File: config.mk
export PLATFORM = sky130hd
export DESIGN_NAME = dynode_evtdet_gen_flat
export DESIGN_NICKNAME = d
export VERILOG_FILES = /design/src/rtl/dynode_evtdet_gen_if.sv /design/src/rtl/dynode_evtdet_gen.sv /design/src/flat_wrapper.sv
export SDC_FILE = /design/constraint.sdc
export NUM_CORES = 1
export LEC_CHECK = 0
export BUFFER_PORTS_ARGS = -buffer_cell sky130_fd_sc_hd__clkbuf_2
export CAP_MARGIN = 15
export CORE_UTILIZATION = 50
export CTS_BUF_LIST = sky130_fd_sc_hd__clkbuf_2 sky130_fd_sc_hd__clkbuf_4 sky130_fd_sc_hd__clkbuf_8
export CTS_CLUSTER_SIZE = 10
export DETAILED_ROUTE_END_ITERATION = 8
export GPL_TIMING_DRIVEN = 1
export PLACE_DENSITY_LB_ADDON = 0.1
export SYNTH_ARGS = -nofsm -noshare
export SYNTH_HDL_FRONTEND = slang
export SYNTH_SLANG_ARGS = --single-unit
File: constraint.sdc
create_clock -name clk -period 6.5 [get_ports clk]
set_clock_uncertainty 0.2 [all_clocks]
set_input_delay 1.625 -clock clk [delete_from_list [all_inputs] [get_ports clk]]
set_output_delay 1.625 -clock clk [all_outputs]
set_load 0.005 [all_outputs]
File: src/rtl/dynode_evtdet_gen_if.sv
// Event output handshake of the dynode event detector: a registered
// event slot offered by the detector and accepted by the consumer.
interface dynode_evtdet_gen_if #(
    parameter int TIM_W  = 8,
    parameter int FRAC_W = 12
);
    logic                    evt_valid;
    logic                    evt_ready;
    logic [TIM_W+FRAC_W-1:0] evt_time;
    logic                    evt_pile;

    modport master (
        output evt_valid,
        output evt_time,
        output evt_pile,
        input  evt_ready
    );

    modport slave (
        input  evt_valid,
        input  evt_time,
        input  evt_pile,
        output evt_ready
    );
endinterface

File: src/rtl/dynode_evtdet_gen.sv
// Dynode event detector: boxcar smoothing, hysteresis presence flag and
// leading-edge timing with a sequential restoring divider for the sub-cycle fraction.
module dynode_evtdet_gen #(
    parameter int ADC_W  = 12,
    parameter int TIM_W  = 8,
    parameter int FRAC_W = 12,
    parameter int DEAD_W = 6
) (
    input  logic                    clk,
    input  logic                    reset,
    input  logic                    en,
    input  logic [ADC_W-1:0]        din,
    input  logic [TIM_W-1:0]        timcnt,
    input  logic [1:0]              smooth_n,
    input  logic [ADC_W+1:0]        thr_on,
    input  logic [ADC_W+1:0]        thr_off,
    input  logic [ADC_W+1:0]        thr_cross,
    input  logic [TIM_W+FRAC_W-1:0] time_adj,
    input  logic [DEAD_W-1:0]       dead_len,
    output logic                    dyn_indet,
    output logic                    pileup_det,
    output logic [7:0]              drop_cnt,
    dynode_evtdet_gen_if.master     evt
);
    localparam int SW = ADC_W + 2;
    localparam int EW = TIM_W + FRAC_W;
    localparam int CW = $clog2(FRAC_W + 1);
    localparam logic [CW-1:0]     BIT_ONE  = {{(CW-1){1'b0}}, 1'b1};
    localparam logic [CW-1:0]     BIT_LAST = CW'(FRAC_W - 1);
    localparam logic [DEAD_W-1:0] DEAD_ONE = {{(DEAD_W-1){1'b0}}, 1'b1};

    typedef enum logic [1:0] {
        ST_IDLE = 2'd0,
        ST_DIV  = 2'd1,
        ST_HOLD = 2'd2
    } state_e;

    function automatic logic [7:0] sat_inc8(input logic [7:0] v);
        if (v == 8'hFF) return v;
        else            return v + 8'd1;
    endfunction

    logic [ADC_W-1:0]  hist_q [4];
    logic [SW-1:0]     s_q, s_prev_q, sum_s;
    logic              indet_q;
    state_e            state_q, state_d;
    logic [TIM_W-1:0]  coarse_q, coarse_d;
    logic [SW-1:0]     den_q, den_d, rem_q, rem_d, rem_nx_s;
    logic [FRAC_W-2:0] quo_q, quo_d;
    logic [CW-1:0]     bit_q, bit_d;
    logic              pile_q, pile_d;
    logic [DEAD_W-1:0] dead_q, dead_d;
    logic              pileup_q, pileup_d;
    logic              valid_q, valid_d;
    logic [EW-1:0]     time_q, time_d;
    logic              epile_q, epile_d;
    logic [7:0]        drop_q, drop_d;
    logic [SW:0]       trial_s;
    logic              qbit_s, x_s, last_s;
    logic [FRAC_W-1:0] frac_s;
    logic [EW-1:0]     t_s;

    // Boxcar sum over the newest smooth_n+1 history samples.
    always_comb begin
        sum_s = {SW{1'b0}};
        for (int i = 0; i < 4; i++) begin
            if (2'(i) <= smooth_n) sum_s = sum_s + SW'(hist_q[i]);
            else                   sum_s = sum_s;
        end
    end

    // Sample history, smoothed value, its delayed copy and the hysteresis flag.
    always_ff @(posedge clk) begin
        if (reset) begin
            for (int i = 0; i < 4; i++) hist_q[i] <= {ADC_W{1'b0}};
            s_q      <= {SW{1'b0}};
            s_prev_q <= {SW{1'b0}};
            indet_q  <= 1'b0;
        end else begin
            hist_q[0] <= din;
            for (int i = 1; i < 4; i++) hist_q[i] <= hist_q[i-1];
            s_q      <= sum_s;
            s_prev_q <= s_q;
            indet_q  <= indet_q ? (s_q > thr_off) : (s_q > thr_on);
        end
    end

    // Crossing detect and one restoring-division step (remainder always stays below den).
    always_comb begin
        x_s     = (s_prev_q <= thr_cross) && (s_q > thr_cross);
        trial_s = {rem_q, 1'b0};
        qbit_s  = (trial_s >= {1'b0, den_q});
        if (qbit_s) rem_nx_s = SW'(trial_s - {1'b0, den_q});
        else        rem_nx_s = trial_s[SW-1:0];
        frac_s  = {quo_q, qbit_s};
        last_s  = (bit_q == BIT_LAST);
        t_s     = {coarse_q, frac_s} + time_adj;
    end

    // Next-state logic for the detector FSM and the output event slot.
    always_comb begin
        state_d  = state_q;
        coarse_d = coarse_q;
        den_d    = den_q;
        rem_d    = rem_q;
        quo_d    = quo_q;
        bit_d    = bit_q;
        pile_d   = pile_q;
        dead_d   = dead_q;
        valid_d  = valid_q & ~evt.evt_ready;
        time_d   = time_q;
        epile_d  = epile_q;
        drop_d   = drop_q;
        pileup_d = en && x_s && (state_q != ST_IDLE);
        if (!en) begin
            state_d = ST_IDLE;
        end else begin
            case (state_q)
                ST_IDLE: begin
                    if (x_s) begin
                        state_d  = ST_DIV;
                        coarse_d = timcnt;
                        rem_d    = thr_cross - s_prev_q;
                        den_d    = s_q - s_prev_q;
                        quo_d    = {(FRAC_W-1){1'b0}};
                        bit_d    = {CW{1'b0}};
                        pile_d   = 1'b0;
                    end else begin
                        state_d = ST_IDLE;
                    end
                end
                ST_DIV: begin
                    rem_d  = rem_nx_s;
                    quo_d  = frac_s[FRAC_W-2:0];
                    bit_d  = bit_q + BIT_ONE;
                    pile_d = pile_q | x_s;
                    if (last_s) begin
                        state_d = ST_HOLD;
                        dead_d  = dead_len;
                        // A same-cycle accept frees the slot for this event.
                        if (!valid_q || evt.evt_ready) begin
                            valid_d = 1'b1;
                            time_d  = t_s;
                            epile_d = pile_q | x_s;
                        end else begin
                            drop_d = sat_inc8(drop_q);
                        end
                    end else begin
                        state_d = ST_DIV;
                    end
                end
                ST_HOLD: begin
                    if (dead_q != {DEAD_W{1'b0}}) dead_d = dead_q - DEAD_ONE;
                    else                          dead_d = dead_q;
                    if ((dead_q == {DEAD_W{1'b0}}) && (s_q <= thr_off)) state_d = ST_IDLE;
                    else                                                 state_d = ST_HOLD;
                end
                default: state_d = ST_IDLE;
            endcase
        end
    end

    // Detector state and output registers.
    always_ff @(posedge clk) begin
        if (reset) begin
            state_q  <= ST_IDLE;
            coarse_q <= {TIM_W{1'b0}};
            den_q    <= {SW{1'b0}};
            rem_q    <= {SW{1'b0}};
            quo_q    <= {(FRAC_W-1){1'b0}};
            bit_q    <= {CW{1'b0}};
            pile_q   <= 1'b0;
            dead_q   <= {DEAD_W{1'b0}};
            pileup_q <= 1'b0;
            valid_q  <= 1'b0;
            time_q   <= {EW{1'b0}};
            epile_q  <= 1'b0;
            drop_q   <= 8'd0;
        end else begin
            state_q  <= state_d;
            coarse_q <= coarse_d;
            den_q    <= den_d;
            rem_q    <= rem_d;
            quo_q    <= quo_d;
            bit_q    <= bit_d;
            pile_q   <= pile_d;
            dead_q   <= dead_d;
            pileup_q <= pileup_d;
            valid_q  <= valid_d;
            time_q   <= time_d;
            epile_q  <= epile_d;
            drop_q   <= drop_d;
        end
    end

    assign dyn_indet     = indet_q;
    assign pileup_det    = pileup_q;
    assign drop_cnt      = drop_q;
    assign evt.evt_valid = valid_q;
    assign evt.evt_time  = time_q;
    assign evt.evt_pile  = epile_q;
endmodule

File: src/flat_wrapper.sv
// flat-port wrapper written by rule: the top's interface ports become plain ports
module dynode_evtdet_gen_flat 
#(
    parameter int ADC_W  = 12,
    parameter int TIM_W  = 8,
    parameter int FRAC_W = 12,
    parameter int DEAD_W = 6
)
  (clk, reset, en, din, timcnt, smooth_n, thr_on, thr_off, thr_cross, time_adj, dead_len, dyn_indet, pileup_det, drop_cnt, evt_evt_valid, evt_evt_time, evt_evt_pile, evt_evt_ready);
  dynode_evtdet_gen_if #(.TIM_W(TIM_W), .FRAC_W(FRAC_W)) evt_i ();
  input  logic clk;
  input  logic reset;
  input  logic en;
  input  logic [ADC_W-1:0] din;
  input  logic [TIM_W-1:0] timcnt;
  input  logic [1:0] smooth_n;
  input  logic [ADC_W+1:0] thr_on;
  input  logic [ADC_W+1:0] thr_off;
  input  logic [ADC_W+1:0] thr_cross;
  input  logic [TIM_W+FRAC_W-1:0] time_adj;
  input  logic [DEAD_W-1:0] dead_len;
  output logic dyn_indet;
  output logic pileup_det;
  output logic [7:0] drop_cnt;
  output wire logic [$bits(evt_i.evt_valid)-1:0] evt_evt_valid;
  output wire logic [$bits(evt_i.evt_time)-1:0] evt_evt_time;
  output wire logic [$bits(evt_i.evt_pile)-1:0] evt_evt_pile;
  input wire logic [$bits(evt_i.evt_ready)-1:0] evt_evt_ready;
  assign evt_evt_valid = evt_i.evt_valid;
  assign evt_evt_time = evt_i.evt_time;
  assign evt_evt_pile = evt_i.evt_pile;
  assign evt_i.evt_ready = evt_evt_ready;
  dynode_evtdet_gen #(.ADC_W(ADC_W), .TIM_W(TIM_W), .FRAC_W(FRAC_W), .DEAD_W(DEAD_W)) u_core (.clk(clk), .reset(reset), .en(en), .din(din), .timcnt(timcnt), .smooth_n(smooth_n), .thr_on(thr_on), .thr_off(thr_off), .thr_cross(thr_cross), .time_adj(time_adj), .dead_len(dead_len), .dyn_indet(dyn_indet), .pileup_det(pileup_det), .drop_cnt(drop_cnt), .evt(evt_i));
endmodule
## Word level (Yosys, flattened, before mapping)

Memories as Yosys holds them, arrays and structs flattened.
Index checks and enable logic that the tools add are counted.

- Bits of input ports: 94
- Memories kept: 1
- Output and inout port bits: 32
- Memory bits (writable): 48
- Bits in registers: 120
- Word-level logic and storage cells: 104
- Memory bits (read-only): 0
- Latch bits: 0

Memory list:

| name | words | width | read ports | clocked after Yosys merged registers in | write ports | RTL line | source |
|---|---|---|---|---|---|---|---|
| u_core.hist_q | 4 | 12 | 4 | 0 | 4 | dynode_evtdet_gen.sv:43 | `logic [ADC_W-1:0] hist_q [4];` |

- Order comparisons: 10
- Divide/modulo/power cells: 0
- $mul: 0
- Add/subtract/negate cells: 10
- Bitwise gates (word level): 10
- Muxes and demuxes: 32
- Reduce and logical (&&, ||, !) cells: 18
- Shift operators: 0
- Equal/unequal tests: 7

Operators with widths:

| operator | count |
|---|---|
| two-way mux 14 bit | 5 |
| two-way mux 12 bit | 5 |
| greater-than comparator 14 bit | 3 |
| subtractor 14 bit | 3 |
| adder 14 x 12 -> 14 bit | 2 |
| <= comparator 14 bit | 2 |
| case mux 14 bit (2 select lines) | 1 |
| case mux 11 bit (2 select lines) | 1 |
| adder 20 bit | 1 |
| >= comparator 15 x 14 -> 1 bit | 1 |
| adder 12 x 12 -> 13 bit | 1 |
| two-way mux 6 bit | 2 |
| case mux 6 bit (2 select lines) | 1 |
| two-way mux 11 bit | 1 |
| two-way mux 1 bit | 10 |
| adder 8 x 1 -> 8 bit, second input constant | 1 |
| equality test 8 bit, second input constant | 1 |
| case mux 4 bit (2 select lines) | 1 |
| AND reduction 4 bit | 2 |
| logical NOT 6 bit | 1 |
| != test 2 x 1 -> 1 bit, second input constant | 3 |
| case mux 2 bit (3 select lines) | 1 |
| AND reduction 3 bit | 2 |
| nonzero test 2 bit | 3 |
| other kinds (20) | 33 |

## Longest topological paths before layout

Gate-level depths: netlist of run 1.

- Word-level depth: 8
- Mapped depth: 26
- Depth with buffers taken out: 26

## Worst setup path after synthesis of run 1

OpenSTA, ideal clock, no wires.

- Kind: in2reg
- From: input port smooth_n[1]
- To: register u_core.s_q[13]
- Path slack: 0.697 ns
- Cell stages on the path: 21
- Data required time: 6.230 ns
- Setup time: 0.070 ns
- Path buffers: 2
- Data arrival time: 5.532 ns
- Cells stage by stage: clkbuf_1 or2_2 clkbuf_1 o21ai_0 inv_1 ha_1 a211oi_1 o21ai_0 o211ai_1 nand2_1 nor2_1 xnor2_1 mux2_2 ha_1 nand3_1 o311ai_0 a21oi_1 nor2b_1 o21ai_0 a311o_1 a21oi_1

- Word-level cells in the longest chain between the ends: 8
- Elaborated cells on any way between the ends: 11
- Those cells by class: 3 x add/sub; 4 x order compare; 4 x mux

Ends and longest elaborated chain:

| item | RTL line | source |
|---|---|---|
| from (decl) | flat_wrapper.sv:16 | `input logic [1:0] smooth_n;` |
| <= comparator 1 x 2 -> 1 bit | dynode_evtdet_gen.sv:67 | `if (2'(i) <= smooth_n) sum_s = sum_s + SW'(hist_q[i]);` |
| two-way mux 12 bit | dynode_evtdet_gen.sv:67 |  |
| adder 12 x 12 -> 13 bit | dynode_evtdet_gen.sv:67 |  |
| two-way mux 14 bit | dynode_evtdet_gen.sv:67 |  |
| adder 14 x 12 -> 14 bit | dynode_evtdet_gen.sv:67 |  |
| two-way mux 14 bit | dynode_evtdet_gen.sv:67 |  |
| adder 14 x 12 -> 14 bit | dynode_evtdet_gen.sv:67 |  |
| two-way mux 14 bit * | dynode_evtdet_gen.sv:67 |  |
| to (signal assigned) | dynode_evtdet_gen.sv:76 | `s_q <= {SW{1'b0}};` |
| to (signal assigned) | dynode_evtdet_gen.sv:82 | `s_q <= sum_s;` |
| to (decl) | dynode_evtdet_gen.sv:44 | `logic [SW-1:0] s_q, s_prev_q, sum_s;` |

Every way passes the cells marked *; elsewhere a longest branch is shown, timed or not.
A chain may end at the register's enable or synchronous reset.

## Final worst setup path of run 1

Ends and elaborated chain as after synthesis.

==> results of run 1 <==
## cell usage after synthesis, drive strengths merged, types with 28 or more instances
master	count	area, um2
dfxtp	168	3363
nor2b	83	519.3
nand2	98	384.1
nor3	37	185.2
clkbuf	32	123.9
o21a	34	255.2
a21o	30	225.2
ha	146	1827
inv	100	375.4
o21ai	66	330.3
a211oi	33	252.7
a21oi	116	584.3
nor2	120	452.9
nand3	41	205.2
xnor2	42	367.9
xor2	28	245.2
## worst max path at each step
| stage | slack (ps) | end | from |
|---|---|---|---|
| floorplan | 700 | u_core.s_q[13] | smooth_n[1] |
| global placement | 550 | u_core.s_q[13] | smooth_n[1] |
| detailed placement | 460 | u_core.s_q[13] | smooth_n[1] |
| CTS | 930 | u_core.s_q[13] | smooth_n[1] |
| global route | 510 | u_core.s_q[13] | smooth_n[1] |
| finish | 910 | u_core.s_q[13] | smooth_n[1] |
## area by class of cell
type                            count  share of cell area
Multi-Input combinational cell   1104              0.5942
Timing Repair Buffer              134             0.05343
Sequential cell                   168              0.2583
Clock inverter                     14             0.01605
Clock buffer                       18             0.01855
Inverter                          102             0.02940
Tap cell                          313             0.03008
## worst reg2reg max path: cells and delay by family, from the launching register on
kind / cells / cell delay (ps)
buffers and inverters: 2 / 130
multiplexers: 2 / 500
adder cells (fa/ha/maj): 4 / 1190
XOR/XNOR: 2 / 270
AND/OR/NAND/NOR: 7 / 1210
AO/OA/AOI/OAI: 7 / 1370
flip-flops: 1 / 380
## power by group
part	internal [mW]	total [mW]	switching [mW]
clock network	0.434	0.854	0.420
logic	0.267	0.620	0.353
registers	1.06	1.09	0.0313
total	1.76	2.56	0.804
## placed cells by master (no fill, tap or decap), types with 17 or more instances in the layout
cell type    n
dfxtp_1    168
o21ai_0     63
a211oi_1    32
clkbuf_8    17
a21oi_1    115
nor3_1      37
nand3_1     41
a21o_1      30
nor2_1     119
xnor2_1     42
clkbuf_2   124
mux2i_1     19
or3_1       17
inv_1      100
o21a_1      34
nor2b_1     83
xor2_1      28
ha_1       146
nand2_1     97
## state kept, by name, summed over array words and instances, names as in the netlist
name / cells
u_core.bit_q: 4
u_core.coarse_q: 8
u_core.dead_q: 6
u_core.den_q: 14
u_core.drop_cnt: 8
u_core.dyn_indet: 1
u_core.evt.evt_pile: 1
u_core.evt.evt_time: 20
u_core.evt.evt_valid: 1
u_core.hist_q: 48
u_core.pile_q: 1
u_core.pileup_det: 1
u_core.quo_q: 11
u_core.rem_q: 14
u_core.s_prev_q: 14
u_core.s_q: 14
u_core.state_q: 2
## per-layer routing
metal / wire length (um) / global-route usage / up-vias
met1: 13390 / 0.3079 / 4730
met2: 14010 / 0.4296 / 128
met3: 596 / 0.03231 / 25
li1: - / - / 5275
met5: 0 / 0 / -
met4: 438 / 0.06742 / 0
## cell families after synthesis
family | count (synthesis)
and+or+nand+nor | 472
muxes | 24
buffers and inverters | 148
adders and majority gates | 153
DFF | 168
xor gates and xnor gates | 70
AOI/OAI and AO/OA | 385
==> run_results.csv, run 1 <==
group,metric,value,unit
final_layout,diodes,0,
power,power.ir.vdd_worst,135.2,uV
yosys,avgSynthCellArea,8.237,um2
clocking,htreeDepth,4,
setup_path,most_frequent_cell_on_the_critical_path,"o21ai_0",
setup_path,cp_data_required_time,6680,ps
yosys,syn-instance-count,1420,
final_layout,area_of_the_multi_input_gates,7737,um2
global_route,grt.overflow.total,0,
yosys,synth_compound_gate_area_share,0.2168,
floorplanning,placementRows,55,
setup_path,worstPathMaxFanout,10,
yosys,yosys_warnings,0,
clocking,tritoncts_clock_tree,"yes",
placement,detailed_place.area,12570,um2
yosys,postSynthNetCount,1667,
drt,detail_route.vias_per_cell,5.482,
yosys,synth_flop_cell,"dfxtp_1",
setup_path,crit_cells,20,
drt,route.antenna.remaining_nets,0,
yosys,synth_top_family_by_area,"compound AO/OA/AOI/OAI gates",
setup_path,critical-path-max-stage-delay,390,ps
clocking,cts_hold_repair.buffers,0,
global_route,grt.total_usage,0.2429,
worst_hold_path,timing.hold.worst_endpoint,"u_core.evt.evt_time[8]",
setup_path,cp-start-kind,"input port",
setup_path,worst_r2r_path_depth,24,
clocking,cts.sink_count,168,
placement,dp.final_hpwl,21920,um
setup_path,critical_path_arrival,5780,ps
clocking,cts_resized,0,
clocking,path_clk_slew,100,ps
setup_path,cp_cell_sequence,"clkbuf_2 > or2_2 > o21ai_0 > inv_1 > ha_1 > a211oi_1 > o21ai_0 > o211ai_1 > nand2_1 > nor2_1 > xnor2_1 > mux2_2 > ha_1 > nand3_1 > o311ai_0 > a21oi_1 > nor2b_1 > o21ai_0 > a311o_1 > a21oi_1",
timing,timing.fmax,0.1787,GHz
final_layout,drive_above_1_share,0.1273,
yosys,combined_area_of_all_synthesized_cells,11700,um2
timing,finalMaxSlewViolations,0,
drt,route.detailed.wl_per_inst,15.34,um
worst_hold_path,timing.hold.worst_path_depth,2,
drt,drcViolationCount,0,
yosys,synth.yosys.seq_area_share,0.2875,
timing,final_period_utilization,0.8607,
floorplanning,die_height,154.9,um
timing,setup_viol,0,
yosys,synth_edf_count,0,
global_route,global_route_wire_length_before_repair,47130,um
setup_path,rr_endpoint,"u_core.s_q[12]",
final_layout,finalNetCount,1774,
final_layout,flow.area_growth_from_synthesis,11.33,%
timing,max_slew.worst_pin.slew,1052,ps
yosys,post_synth_xor_area_fraction,0.05242,
clocking,cts-buffers-inserted,17,
drt,drt-pass1-iter-count,5,
timing,finalSetupTns,0,ps
setup_path,critPathBufInv,2,
global_route,grt_pass1_vias,9803,
clocking,post-cts-setup-buffers,0,
setup_path,cell_at_the_slowest_stage_of_the_critical_path,"a211oi_1",
yosys,netlist-cell-type-count,78,
floorplanning,num_io_pins,126,
setup_path,critical_path.top_delay_family,"compound AO/OA/AOI/OAI gates",
timing,number_of_failing_hold_endpoints_at_the_final_stage,0,
final_layout,utilization,0.5717,
yosys,synth-adder-area-share,0.1682,
clocking,cts_root_buf,"clkbuf_8",
worst_hold_path,worstHoldStart,"u_core.evt.evt_time[8]",
worst_hold_path,min-delay-path-class,"register to register",
placement,post-place-cells,1821,
timing,unrepaired_setup_endpoints_after_global_routing,"false",
flow_run,max_cap_viol_count,0,
setup_path,endpoint_kind,"register",
power,cellLeakagePower,5.773,nW
timing,worst_slew_margin_rel,0.2986,
power,totalPowerFinal,2.561,mW
timing,min_period,5595,ps
timing,finalWorstSetupSlack,905.4,ps
drt,dr_vias,10160,
setup_path,crit_type,"input port to register",
placement,gp_congestion,0.8910,
status,run_status,"finished clean",
final_layout,stdcell_area,13020,um2
yosys,yosys.area_share.simple,0.2023,
floorplanning,initial_cell_density_of_the_core,0.5135,
clocking,cts-root-to-sink-buffers,2,
setup_path,r2r_slack,1160,ps
final_layout,area.sequential,3363,um2
clocking,clkLatencyLatePin,470,ps
yosys,share_of_flip_flops_with_an_asynchronous_set_or_reset_after_synthesis,0,
final_layout,fill_cells,2159,
placement,port_buf_inserts,125,
floorplanning,die_width,154.9,um
global_route,grt_start_max_net_pins,96,
drt,wirelength,28430,um
timing,finalHoldWorstSlack,255.7,ps
yosys,muxShareOfSynthArea,0.02107,
yosys,ys_ff_latch,168,
floorplanning,core-area,22780,um2
drt,drt_iter0_markers,491,
setup_path,rr_startpoint,"u_core.hist_q[0][0]",
final_layout,instances_no_fill,1853,
power,power-per-cell-area,196.7,nW/um2
placement,worst_case_setup_slack_after_placement,463.1,ps
global_route,grt_antenna_before_repair,0,
floorplanning,dieArea,24010,um2
(Power assumes the default switching activity.)
==> run 2: changes to the inputs <==
--- a/config.mk
+++ b/config.mk
@@ -8,4 +8,3 @@
 export BUFFER_PORTS_ARGS = -buffer_cell sky130_fd_sc_hd__clkbuf_2
-export CAP_MARGIN = 15
-export CORE_UTILIZATION = 50
+export CORE_UTILIZATION = 40
 export CTS_BUF_LIST = sky130_fd_sc_hd__clkbuf_2 sky130_fd_sc_hd__clkbuf_4 sky130_fd_sc_hd__clkbuf_8
==> constraint.sdc (replaced) <==
create_clock -name clk -period 6.5 [get_ports clk]
set_clock_uncertainty 0.2 [all_clocks]
set_input_delay 0 -clock clk [delete_from_list [all_inputs] [get_ports clk]]
set_output_delay 0 -clock clk [all_outputs]
set_load 0.005 [all_outputs]
==> run 2 against run 1 <==
  * Final area grew 6.3%
  * Largest power group unchanged
  * Setup slack gained 310 ps
  * Sequential cell count is the same
  * Non-clock buffer count grew 79
  * Critical path depth grew 3
  * Clock-buffer cell count grew 1
  * Clock power shrank 9.0%
  * Global-route usage shrank 3.8 points
  * Worst hold slack lost 240 ps
  * Combinational power grew 6.0%
  * Sequential share of layout area shrank 1.5 points
==> run_results.csv, run 2 (same netlist as run 1, synthesis figures left out) <==
group,metric,value,unit
placement,post-place-cells,1892,
status,run_status,"finished clean",
power,switching_share,0.3203,
drt,route.detailed.wl_per_inst,15.02,um
setup_path,crit_type,"register to register",
timing,worst_slew_margin_rel,0.3679,
clocking,htreeDepth,4,
flow_run,max_cap_viol_count,0,
clocking,post-cts-setup-buffers,0,
clocking,cts_resized,0,
power,power.ir.vdd_worst,112.1,uV
placement,detailed_place.area,12660,um2
floorplanning,dieArea,29930,um2
clocking,cts-buffers-inserted,17,
drt,drcViolationCount,0,
power,power.internal,1.713,mW
timing,setup_viol,0,
drt,wirelength,30080,um
placement,port_buf_inserts,125,
floorplanning,num_io_pins,126,
timing,min_period,5285,ps
clocking,path_clk_slew,100,ps
power,power-per-cell-area,182.0,nW/um2
final_layout,layout_common_cells,"168 x dfxtp_1, 146 x ha_1, 124 x clkbuf_2",
power,p_switching,0.8070,mW
clocking,cts.sink_count,168,
clocking,cts-root-to-sink-buffers,2,
timing,finalHoldWorstSlack,13.97,ps
final_layout,layout.cells.most_common,"dfxtp_1",
final_layout,instances_no_fill,2003,
timing,timing.fmax,0.1892,GHz
timing,final_period_utilization,0.8131,
placement,worst_case_setup_slack_after_placement,1280,ps
final_layout,flow.area_growth_from_synthesis,18.39,%
final_layout,flip_flop_count_of_the_largest_register_all_copies_and_words_added,48,
global_route,grt.total_usage,0.2049,
setup_path,endpoint_kind,"register",
final_layout,utilization,0.4824,
placement,gp_congestion,0.8392,
clocking,clkLatencyLatePin,480,ps
floorplanning,die_height,173,um
global_route,global_route_wire_length_before_repair,50070,um
power,totalPowerFinal,2.520,mW
clocking,tritoncts_clock_tree,"yes",
timing,finalWorstSetupSlack,1215,ps
final_layout,diodes,0,
timing,unrepaired_setup_endpoints_after_global_routing,"false",
floorplanning,core-area,28700,um2
power,power.combinational.fraction,0.261,
clocking,cts_root_buf,"clkbuf_8",
setup_path,cp-start-kind,"register",
global_route,grt_antenna_before_repair,0,
power,cellLeakagePower,6.089,nW
global_route,grt_pass1_vias,10270,
drt,drt-pass1-iter-count,5,
setup_path,critical_path_arrival,5520,ps
global_route,grt.overflow.total,0,
global_route,grt_start_max_net_pins,72,
timing,number_of_failing_hold_endpoints_at_the_final_stage,0,
timing,finalSetupTns,0,ps
drt,drt_iter0_markers,467,
final_layout,finalNetCount,1853,
setup_path,cp_data_required_time,6730,ps
final_layout,drive_above_1_share,0.1211,
timing,finalMaxSlewViolations,0,
drt,dr_vias,10430,
drt,route.antenna.remaining_nets,0,
floorplanning,placementRows,62,
worst_hold_path,min-delay-path-class,"input port to register",
power,clkPwrFrac,0.308,
floorplanning,die_width,173,um
power,p_seq_frac,0.431,
placement,dp.final_hpwl,22800,um
drt,detail_route.vias_per_cell,5.207,
final_layout,stdcell_area,13850,um2
clocking,cts_hold_repair.buffers,79,
setup_path,worstPathMaxFanout,4,
timing,max_slew.worst_pin.slew,939.5,ps
final_layout,largest-register,"u_core.hist_q",
floorplanning,initial_cell_density_of_the_core,0.4075,
-- run 2: cell type report --
| class | count | area [um2] |
|---|---|---|
| multi-input cells | 1104 | 7737 |
| clock inverters | 13 | 141.4 |
| flip-flops and latches | 168 | 3363 |
| clock buffers | 19 | 255.2 |
| well taps | 384 | 480.5 |
| inverters | 102 | 382.9 |
| repair buffers | 213 | 1486 |
| fillers | 2883 | 14860 |
-- run 2: worst paths after layout --
path | startpoint | endpoint | slack, ps | depth (start not counted)
worst max-delay path | u_core.hist_q[0][0] | u_core.s_q[7] | 1210 | 23
worst min-delay path | time_adj[10] | u_core.evt.evt_time[10] | 10 | 5
worst max register to register | u_core.hist_q[0][0] | u_core.s_q[7] | 1210 | 23
worst min register to register | u_core.evt.evt_time[7] | u_core.evt.evt_time[7] | 260 | 2
-- run 2: critical path, stage by stage (launching register included) --
cell and delay, ps:
dfxtp_1 350, ha_1 190, inv_1 60, fa_1 390, nor2b_1 160, o31a_1 230
a211oi_1 70, a21o_1 180, ha_1 330, o21a_1 140, o31a_1 220, o21a_1 130
nor2_1 40, xnor2_1 120, nor2_1 90, a21oi_1 70, ha_1 230, or3_1 320
a2111oi_0 490, or2_2 230, xnor2_1 110, a21oi_1 80, a211oi_1 220, dlygate4sd3_1 570
-- run 2: power by group through the flow --
stage          registers [mW]  logic [mW]  clock network (mW)
2_1_floorplan            1.10       0.466                   0
3_3_place_gp             1.11       0.617                   0
3_5_place_dp             1.11       0.619                   0
4_1_cts                  1.09       0.660               0.807
5_1_grt                  1.09       0.739               0.854
6_report                 1.09       0.657               0.777
-- run 2: layer usage --
layer  vias up  part of all wire  wire length [um]  GRT usage
met2       128              0.49             14830     0.3686
met4         0             0.019               576    0.06379
met1      4829              0.47             14000     0.2500
met3        34             0.023               679    0.03034
met5         -                 0                 0          0
li1       5438                 -                 -          -
==> run 3: changes to the inputs <==
- clock period: 6.5 -> 5.3 ns (I/O delays scaled with it)
==> run 3 against run 2 <==
  * Sequential share of layout area fell by 0.098 points
  * Via count grew 0.31%
  * First-iteration DRC count grew 6.4%
  * Clock power rose by 35%
  * Maximum frequency increased by 5.4%
  * Routed wire length increased by 0.97%
  * Non-clock buffer count is 3 lower
  * Register-to-register slack lost 930 ps
  * Clock-buffer cell count rose by 2
  * Worst hold slack gained 19 ps
  * Cell count down 0.20%
  * Largest cell class unchanged
==> run_results.csv, run 3 (same netlist as run 1, synthesis figures left out) <==
group,metric,value,unit
status,run_status,"finished clean",
timing,finalSetupTns,0,ps
worst_hold_path,timing.hold.worst_path_depth,5,
floorplanning,core-area,28700,um2
setup_path,rr_endpoint,"u_core.evt.evt_time[12]",
floorplanning,die_width,173,um
global_route,use_met3,0.03100,
floorplanning,num_io_pins,126,
final_layout,stdcell_area,13910,um2
timing,unrepaired_setup_endpoints_after_global_routing,"true",
setup_path,endpoint_kind,"register",
floorplanning,dieArea,29930,um2
setup_path,worst_r2r_path_depth,21,
worst_hold_path,timing.hold.worst_endpoint,"u_core.rem_q[13]",
final_layout,largest-register,"u_core.hist_q",
clocking,cts_root_buf,"clkbuf_8",
global_route,grt.total_usage,0.2049,
clocking,cts.sink_count,168,
clocking,tritoncts_clock_tree,"yes",
setup_path,r2r_slack,290,ps
placement,gp_congestion,0.8604,
global_route,grt_start_max_net_pins,72,
power,power-per-cell-area,230.0,nW/um2
setup_path,worstPathMaxFanout,7,
drt,drt-pass1-iter-count,5,
global_route,global_route_wire_length_before_repair,49940,um
clocking,cts-root-to-sink-buffers,2,
drt,dr_vias,10460,
global_route,globalRouteMet2Util,0.3738,
power,power.ir.vdd_worst,134.2,uV
clocking,path_clk_slew,100,ps
final_layout,diodes,0,
setup_path,rr_startpoint,"u_core.den_q[6]",
drt,drt_iter0_markers,497,
timing,number_of_failing_hold_endpoints_at_the_final_stage,0,
drt,route.detailed.wl_per_inst,15.19,um
global_route,use_met1,0.2506,
drt,wirelength,30370,um
final_layout,flip_flop_count_of_the_largest_register_all_copies_and_words_added,48,
timing,final_period_utilization,0.9462,
timing,finalWorstSetupSlack,285.2,ps
global_route,grt_pass1_vias,10210,
drt,detail_route.vias_per_cell,5.233,
final_layout,fill_cells,2830,
placement,port_buf_inserts,125,
final_layout,flow.area_growth_from_synthesis,18.91,%
timing,setup_viol,0,
timing,finalMaxSlewViolations,0,
timing,worst_slew_margin_rel,0.3017,
floorplanning,placementRows,62,
placement,dp.final_hpwl,22690,um
timing,max_slew.worst_pin.slew,1038,ps
clocking,htreeDepth,4,
drt,drcViolationCount,0,
floorplanning,die_height,173,um
worst_hold_path,worstHoldStart,"thr_cross[13]",
power,totalPowerFinal,3.199,mW
flow_run,max_cap_viol_count,0,
timing,min_period,5015,ps
setup_path,critical_path_arrival,5170,ps
timing,timing.fmax,0.1994,GHz
global_route,gr-max-usage-layer,"met2",
clocking,cts-buffers-inserted,17,
final_layout,layout_common_cells,"167 x dfxtp_1, 144 x ha_1, 124 x clkbuf_2",
setup_path,crit_type,"register to register",
final_layout,drive_above_1_share,0.1300,
floorplanning,initial_cell_density_of_the_core,0.4075,
setup_path,cp_data_required_time,5460,ps
placement,worst_case_setup_slack_after_placement,156.6,ps
clocking,clkLatencyLatePin,470,ps
worst_hold_path,min-delay-path-class,"input port to register",
global_route,grt_antenna_before_repair,0,
placement,detailed_place.area,12690,um2
final_layout,finalNetCount,1850,
power,cellLeakagePower,6.119,nW
drt,route.antenna.remaining_nets,0,
global_route,grt.overflow.total,0,
final_layout,layout.cells.most_common,"dfxtp_1",
setup_path,cp-start-kind,"register",
run 3: cell count changes in the layout (fill, tap and decap cells not counted), moves of 2 or more:
cell and change:
buf_4 +5, bufinv_16 +2, clkinv_2 -2, clkinvlp_4 -2
dlygate4sd3_1 -8, ha_1 -2, o21ai_0 -3, o21ai_2 +2
o311ai_0 -2, o311ai_1 +2
run 3: worst max-delay path by stage:
stage / start / end / slack, ps / cells past startpoint
2_1_floorplan: u_core.hist_q[0][0] / u_core.s_q[12] / 600 / 24
3_3_place_gp: u_core.hist_q[0][0] / u_core.s_q[13] / 210 / 24
3_5_place_dp: u_core.hist_q[0][0] / u_core.s_q[13] / 160 / 24
4_1_cts: u_core.den_q[2] / u_core.evt.evt_time[18] / 100 / 21
5_1_grt: u_core.hist_q[0][0] / u_core.s_q[13] / -30 / 24
6_report: u_core.den_q[6] / u_core.evt.evt_time[12] / 290 / 21
run 3: worst max-delay path, cell delays in order (launching register included):
cell,delay [ps]
dfxtp_1,340
inv_1,50
ha_1,370
a2111oi_0,440
inv_1,110
o2111ai_2,250
a21o_1,220
a21boi_4,100
nor2_2,250
inv_1,100
ha_1,220
inv_1,70
fa_1,170
nor2b_1,60
o31a_1,270
o31a_1,280
o21a_1,190
o21a_1,180
o21a_1,180
o21ai_0,150
o311ai_1,120
dlygate4sd3_1,580
run 3: area by class of cell:
type / count / area (um2) / area share
Multi-Input combinational cell: 1104 / 7795 / 0.5605
Sequential cell: 168 / 3364 / 0.2419
Timing Repair Buffer: 210 / 1444 / 0.1038
Tap cell: 384 / 480.5 / 0.03454
Inverter: 102 / 382.9 / 0.02753
Clock buffer: 21 / 276.5 / 0.01988
Clock inverter: 10 / 165.2 / 0.01187
run 3: metal layers:
layer,wire (um),vias up,share of wire
met4,381,0,0.013
li1,-,5431,-
met2,15280,136,0.50
met1,14010,4868,0.46
met3,711,26,0.023
met5,0,-,0
run 3: per-stage QoR:
stage                     hold slack (ps)  std cells    util
after floorplan                    -71.82       1420       -
after global placement              14.29       1896  0.4421
after detailed placement            13.30       1896  0.4421
after CTS                           16.56       1998  0.4823
after global routing                24.23       1999  0.4846
final                               33.29       1999  0.4846
run 3: repair_timing:
| item | 4_1_cts | 5_1_grt |
|---|---|---|
| hold buffers | 71 | 0 |
| endpoints found under the setup margin | 0 | 9 |
| gates resized for setup | 0 | 17 |
| buffers inserted | 0 | 1 |
| endpoints found under the hold margin | 87 | 0 |
run 3: report_power, final:
group / switching [mW] / internal, mW / total, mW
combinational: 0.447 / 0.372 / 0.818
clock: 0.499 / 0.550 / 1.05
sequential: 0.0369 / 1.29 / 1.33
total: 0.983 / 2.22 / 3.20
